`src/rtl/spi_pkg.sv`:
```
// spi_pkg: controller states, SPI command encodings and word width shared by the SPI slave files
package spi_pkg;
  typedef enum logic [2:0] {IDLE, CHK_CMD, WRITE, READ_ADD, READ_DATA} state_t;
  localparam logic [1:0] CMD_WR_ADDR = 2'b00;
  localparam logic [1:0] CMD_WR_DATA = 2'b01;
  localparam logic [1:0] CMD_RD_ADDR = 2'b10;
  localparam logic [1:0] CMD_RD_DATA = 2'b11;
  localparam int ADDR_SIZE_DEF = 8;
  localparam int WORD_W = ADDR_SIZE_DEF + 2;
endpackage

```
`src/rtl/spi_shift_reg.sv`:
```
// spi_shift_reg: serial-in word shifter with bit counter (i_shift/i_sin -> o_done/o_word) and parallel-in byte shifter (i_load/i_pdin -> registered o_sout), cleared by rst_n low or i_clr
module spi_shift_reg #(
  parameter int RX_W = 10,
  parameter int TX_W = 8
) (
  input  logic            clk,
  input  logic            rst_n,
  input  logic            i_clr,
  input  logic            i_shift,
  input  logic            i_sin,
  input  logic            i_load,
  input  logic [TX_W-1:0] i_pdin,
  output logic            o_done,
  output logic [RX_W-1:0] o_word,
  output logic            o_sout
);
  localparam int CW = $clog2(RX_W);
  logic [RX_W-2:0] r_rx;
  logic [CW-1:0]   r_cnt;
  logic [TX_W-1:0] r_tx;
  assign o_done = i_shift && r_cnt == CW'(RX_W - 1);
  assign o_word = {r_rx, i_sin};
  always_ff @(posedge clk) begin
    if (!rst_n || i_clr) begin
      r_rx   <= '0;
      r_cnt  <= '0;
      r_tx   <= '0;
      o_sout <= 1'b0;
    end else begin
      if (i_shift) begin
        r_rx  <= o_word[RX_W-2:0];
        r_cnt <= o_done ? '0 : r_cnt + 1'b1;
      end
      o_sout <= i_load ? i_pdin[TX_W-1] : r_tx[TX_W-1];
      r_tx   <= i_load ? {i_pdin[TX_W-2:0], 1'b0} : {r_tx[TX_W-2:0], 1'b0};
    end
  end
endmodule

```
`src/rtl/spi_slave_ctrl.sv`:
```
// spi_slave_ctrl: SPI slave FSM; SS_n/MOSI frames -> rx_data/rx_valid to RAM, RAM tx_data/tx_valid -> MISO, sync active-low rst_n
module spi_slave_ctrl
  import spi_pkg::*;
#(
  parameter int ADDR_SIZE = ADDR_SIZE_DEF
) (
  input  logic                 clk,
  input  logic                 rst_n,
  input  logic                 SS_n,
  input  logic                 MOSI,
  output logic                 MISO,
  output logic [ADDR_SIZE+1:0] rx_data,
  output logic                 rx_valid,
  input  logic [ADDR_SIZE-1:0] tx_data,
  input  logic                 tx_valid
);
  state_t               r_state;
  logic                 r_rd_addr_seen;
  logic                 r_done;
  logic                 r_wait;
  logic                 r_rx_valid;
  logic [ADDR_SIZE+1:0] r_rx_data;
  logic                 w_shift;
  logic                 w_load;
  logic                 w_done;
  logic [ADDR_SIZE+1:0] w_word;
  assign w_shift  = !SS_n && !r_done && (r_state == WRITE || r_state == READ_ADD || r_state == READ_DATA);
  // tx_valid only counts once our own rx_valid strobe has dropped, since the RAM may hold it high
  assign w_load   = !SS_n && r_wait && !r_rx_valid && tx_valid;
  assign rx_data  = r_rx_data;
  assign rx_valid = r_rx_valid;
  spi_shift_reg #(.RX_W(ADDR_SIZE + 2), .TX_W(ADDR_SIZE)) u_shift (
    .clk     (clk),
    .rst_n   (rst_n),
    .i_clr   (SS_n),
    .i_shift (w_shift),
    .i_sin   (MOSI),
    .i_load  (w_load),
    .i_pdin  (tx_data),
    .o_done  (w_done),
    .o_word  (w_word),
    .o_sout  (MISO)
  );
  always_ff @(posedge clk) begin
    if (!rst_n) begin
      r_state        <= IDLE;
      r_rd_addr_seen <= 1'b0;
      r_done         <= 1'b0;
      r_wait         <= 1'b0;
      r_rx_valid     <= 1'b0;
      r_rx_data      <= '0;
    end else begin
      r_rx_valid <= w_done;
      if (w_done) r_rx_data <= w_word;
      if (SS_n) begin
        r_state <= IDLE;
        r_done  <= 1'b0;
        r_wait  <= 1'b0;
      end else begin
        case (r_state)
          IDLE:     r_state <= CHK_CMD;
          CHK_CMD:  r_state <= !MOSI ? WRITE : r_rd_addr_seen ? READ_DATA : READ_ADD;
          READ_ADD: if (w_done) begin
            r_done         <= 1'b1;
            r_rd_addr_seen <= 1'b1;
          end
          READ_DATA: if (w_done) begin
            r_done         <= 1'b1;
            r_rd_addr_seen <= 1'b0;
            r_wait         <= 1'b1;
          end else if (w_load) begin
            r_wait <= 1'b0;
          end
          default:  if (w_done) r_done <= 1'b1;
        endcase
      end
    end
  end
endmodule

```
`config.mk`:
```
export PLATFORM = sky130hd
export DESIGN_NAME = spi_slave_ctrl
export DESIGN_NICKNAME = d
export VERILOG_FILES = /design/src/rtl/spi_pkg.sv /design/src/rtl/spi_shift_reg.sv /design/src/rtl/spi_slave_ctrl.sv
export SDC_FILE = /design/constraint.sdc
export NUM_CORES = 1
export LEC_CHECK = 0
export BUFFER_PORTS_ARGS = -buffer_cell sky130_fd_sc_hd__buf_4
export CORE_AREA = 3 3 58 54
export CTS_BUF_LIST = sky130_fd_sc_hd__clkbuf_8
export CTS_CLUSTER_DIAMETER = 200
export CTS_CLUSTER_SIZE = 12
export DETAILED_ROUTE_END_ITERATION = 16
export DIE_AREA = 0 0 61 57
export PLACE_DENSITY = 0.83
export SKIP_CTS_REPAIR_TIMING = 1
export SLEW_MARGIN = 20
export SYNTH_ARGS = -nofsm -noshare
export SYNTH_HDL_FRONTEND = slang
export SYNTH_SLANG_ARGS = --single-unit
```
`constraint.sdc`:
```
create_clock -name clk -period 4.25 [get_ports clk]
set_clock_uncertainty 0.05 [all_clocks]
set_input_delay 0.85 -clock clk [delete_from_list [all_inputs] [get_ports clk]]
set_output_delay 0.85 -clock clk [all_outputs]
set_load 0.1 [all_outputs]
```
==> results.md <==
- Sw power: 142.1 uW
- Kind of path behind the tightest hold check: reg2reg
- Area of the multi-input gates: 730.7 um^2
- Post-CTS clock slew at the launch and capture registers of the worst setup and hold paths: 70 ps
- Num rows: 17
- Max-slew violation count: 0
- Clock latency on the worst-skew pair: 290 ps
- Comb pwr share: 4.1%
- Routed Wire Length: 3.062 mm
- Number of antenna violations at the first check in global routing: 0
- Placer's final routability congestion estimate: 0.7966
- Synth Area per Inst: 9.137 um^2
- Initial core utilization: 62.09%
- GRT Util Overall: 19.58%
- CP Capture Type: register
- Die span in y: 57 um
- Number of CTS-inserted buffers: 5
- Synthesized cell area: 1572 um^2
- Total nets after synthesis: 187
- Die outline width: 61 um
- Result of the run: finished, final reports clean
- Layout overhead on the synthesized area: 15.60%
- Filler-free cell count of the finished design: 220
- Sequential cell area fraction in the yosys report: 48.41%
- Share of post-route cells with drive strength above 1: 17.71%
- Maximum net fanout on the critical path: 12
- Share of the cycle needed by the critical path after routing: 52.70%
- Clock tree from TritonCTS: done
- Number of violations of the max-capacitance limit: 0
- CTS Buffer Depth: 2
- Maximum clock rate: 0.4465 GHz
- Final Critical Period: 2240 ps
- Count of input and output buffers: 24
- Number of placed I/O pins: 25
- Netlist cell types: 38
- Pin count of the biggest net entering global routing: 26
- Setup repair after global routing missed its margin: no
- Startpoint type of the worst setup path: input port
- Count of state elements after synthesis: 38
- Setup Crit Path Kind: in2reg
- Worst slew slack as a fraction of its limit: 32.49%
- Post-Syn Instances: 172
- Aggregate global routing overflow: 0
- Final routed DRC violation total: 0
- Worst-Margin Slew: 1011 ps
- Number of fill cells in the layout: 202
- Global routing's busiest layer: met2
- Global-route met1 utilization: 24.72%
- Vias per cell: 5.609
- Number of nets with antenna violations after detailed routing: 0
- Global-route wire length before repair: 5.057 mm
- Hold Vio Cnt, Final: 0
- Arrival time at the worst endpoint: 2360 ps
- Core footprint: 2531 um^2
- Count of endpoints failing setup in the final report: 0
- Count of warnings emitted by yosys: 0
- Total placed cells including tap cells: 212
- Die outline area: 3477 um^2
- Post-DP HPWL: 2.163 mm
- Pwr Density: 352.5 nW/um^2
- Iteration-0 DRC Markers: 64
- Internal portion of total power: 498.4 uW
- CP Data Required Time: 4370 ps
- Mean routed wirelength per cell: 13.92 um
- Total iterations of the first detailed-routing run: 4
- Accumulated negative setup slack: 0 ps
- CTS Sinks: 38
- Total number of nets in the final design: 206
- Fraction of power consumed by the clock network: 40.0%
- Number of global-route vias before repair: 1188
- Maximum level of the CTS H-tree: 2
- Total area of sequential cells: 760.7 um^2
- IR drop worst, VDD: 0.0002406 V
- Switch share: 22.19%
- Routing usage on met3: 7.466%
- Register share of total power: 56.0%
- P_leak: 0.0006414 uW
- Detailed-route via count: 1234
- CTS Root Cell: sky130_fd_sc_hd__clkbuf_8
- Antenna diode instance count: 0
- Global-route track usage on met2: 29.62%
[state kept, by name (all words and copies together) (netlist names)]
name and flops:
rx_data 10, u_shift.r_rx 9, u_shift.r_tx 7, u_shift.r_cnt 4
r_state 3, r_done 1, r_rd_addr_seen 1, r_wait 1
rx_valid 1, u_shift.o_sout 1
[layout make-up]
cell class              count  share of cell area (%)
repair buffers             24                   9.917
multi-input cells         118                   40.22
well taps                  28                   1.928
clock buffers               6                   4.545
clock inverters             2                  0.6887
inverters                   4                  0.8264
flip-flops and latches     38                   41.87
[per-layer routing]
metal	part of all wire [%]	wire [um]
met1	46	1418
met2	46	1415
met3	6.1	186
met4	1.4	42
met5	0	0
[synthesized netlist by cell type, drive strengths merged]
| cell type | count | share of area [%] |
|---|---|---|
| a211oi | 2 | 1.8 |
| a21oi | 10 | 3.4 |
| a221oi | 1 | 0.56 |
| a31oi | 2 | 0.80 |
| a41oi | 1 | 0.56 |
| and2 | 1 | 0.40 |
| and3 | 1 | 0.40 |
| and3b | 1 | 0.56 |
| buf | 5 | 2.5 |
| clkbuf | 7 | 1.7 |
| dfxtp | 38 | 48 |
| ha | 2 | 1.6 |
| inv | 4 | 0.96 |
| mux2 | 1 | 0.72 |
| mux2i | 21 | 13 |
| nand2 | 49 | 12 |
| nand2b | 3 | 1.2 |
| nand3 | 1 | 0.32 |
| nand3b | 1 | 0.48 |
| nand4b | 1 | 0.56 |
| nand4bb | 1 | 0.72 |
| nor2 | 4 | 0.96 |
| nor2b | 1 | 0.40 |
| nor3 | 2 | 0.64 |
| nor4bb | 1 | 0.64 |
| o21a | 1 | 0.48 |
| o21ai | 2 | 0.64 |
| o22ai | 1 | 0.40 |
| o2bb2ai | 1 | 0.56 |
| o41ai | 1 | 0.56 |
| or2 | 1 | 0.40 |
| or3 | 3 | 1.2 |
| or3b | 1 | 0.56 |
[worst max-delay path: stages]
cell,delay [ps]
sky130_fd_sc_hd__buf_4,130
sky130_fd_sc_hd__or2_1,320
sky130_fd_sc_hd__a21oi_2,670
sky130_fd_sc_hd__mux2_1,390
[cells in the final DEF, fill, tap and decap left out, types with 3 or more instances in the layout]
cell type / n
sky130_fd_sc_hd__nand2_1: 49
sky130_fd_sc_hd__dfxtp_1: 38
sky130_fd_sc_hd__buf_4: 24
sky130_fd_sc_hd__mux2i_1: 21
sky130_fd_sc_hd__a21oi_1: 9
sky130_fd_sc_hd__clkbuf_8: 6
sky130_fd_sc_hd__inv_1: 4
sky130_fd_sc_hd__nor2_1: 4
sky130_fd_sc_hd__nand2b_1: 3
sky130_fd_sc_hd__or3_1: 3
[power groups by stage]
stage / combinational, uW / clock, uW / sequential [uW]
2_1_floorplan: 15.0 / 0 / 366
3_3_place_gp: 24.9 / 0 / 367
3_5_place_dp: 26.0 / 0 / 367
4_1_cts: 26.0 / 261 / 358
5_1_grt: 28.5 / 280 / 359
6_report: 26.0 / 256 / 359
[metrics by stage]
stage                     cell area (um^2)  utilization (%)  setup slack (ps)  power, uW  hold WS (ps)
after floorplan                       1572                -              2272      381.4         371.8
after global placement                1722            68.02              1841      391.6         374.6
after detailed placement              1722            68.02              1734      392.7         384.0
after CTS                             1817            71.77              2026      645.2         394.4
after global routing                  1817            71.77              1860      666.7         408.5
final                                 1817            71.77              2010      640.5         392.5
[logic make-up (layout without fill, tap and decap cells)]
| family | Yosys count | count (layout) | share of synthesized area [%] |
|---|---|---|---|
| AOI/OAI and AO/OA | 22 | 22 | 9.714 |
| adders and majority gates | 2 | 2 | 1.592 |
| buffers and inverters | 16 | 36 | 5.095 |
| DFF | 38 | 38 | 48.41 |
| and+or+nand+nor | 72 | 72 | 21.10 |
| muxes | 22 | 22 | 14.09 |
[worst paths after layout]
path                      endpoint  slack [ps]       startpoint  cells after the start
setup / recovery  u_shift.r_cnt[1]        2010             SS_n                      4
hold reg to reg    u_shift.r_tx[4]         390  u_shift.r_tx[3]                      2
hold / removal     u_shift.r_tx[4]         390  u_shift.r_tx[3]                      2
setup reg to reg  u_shift.r_cnt[1]        2070       r_state[0]                      3
Power figures use the tool's default switching activity.
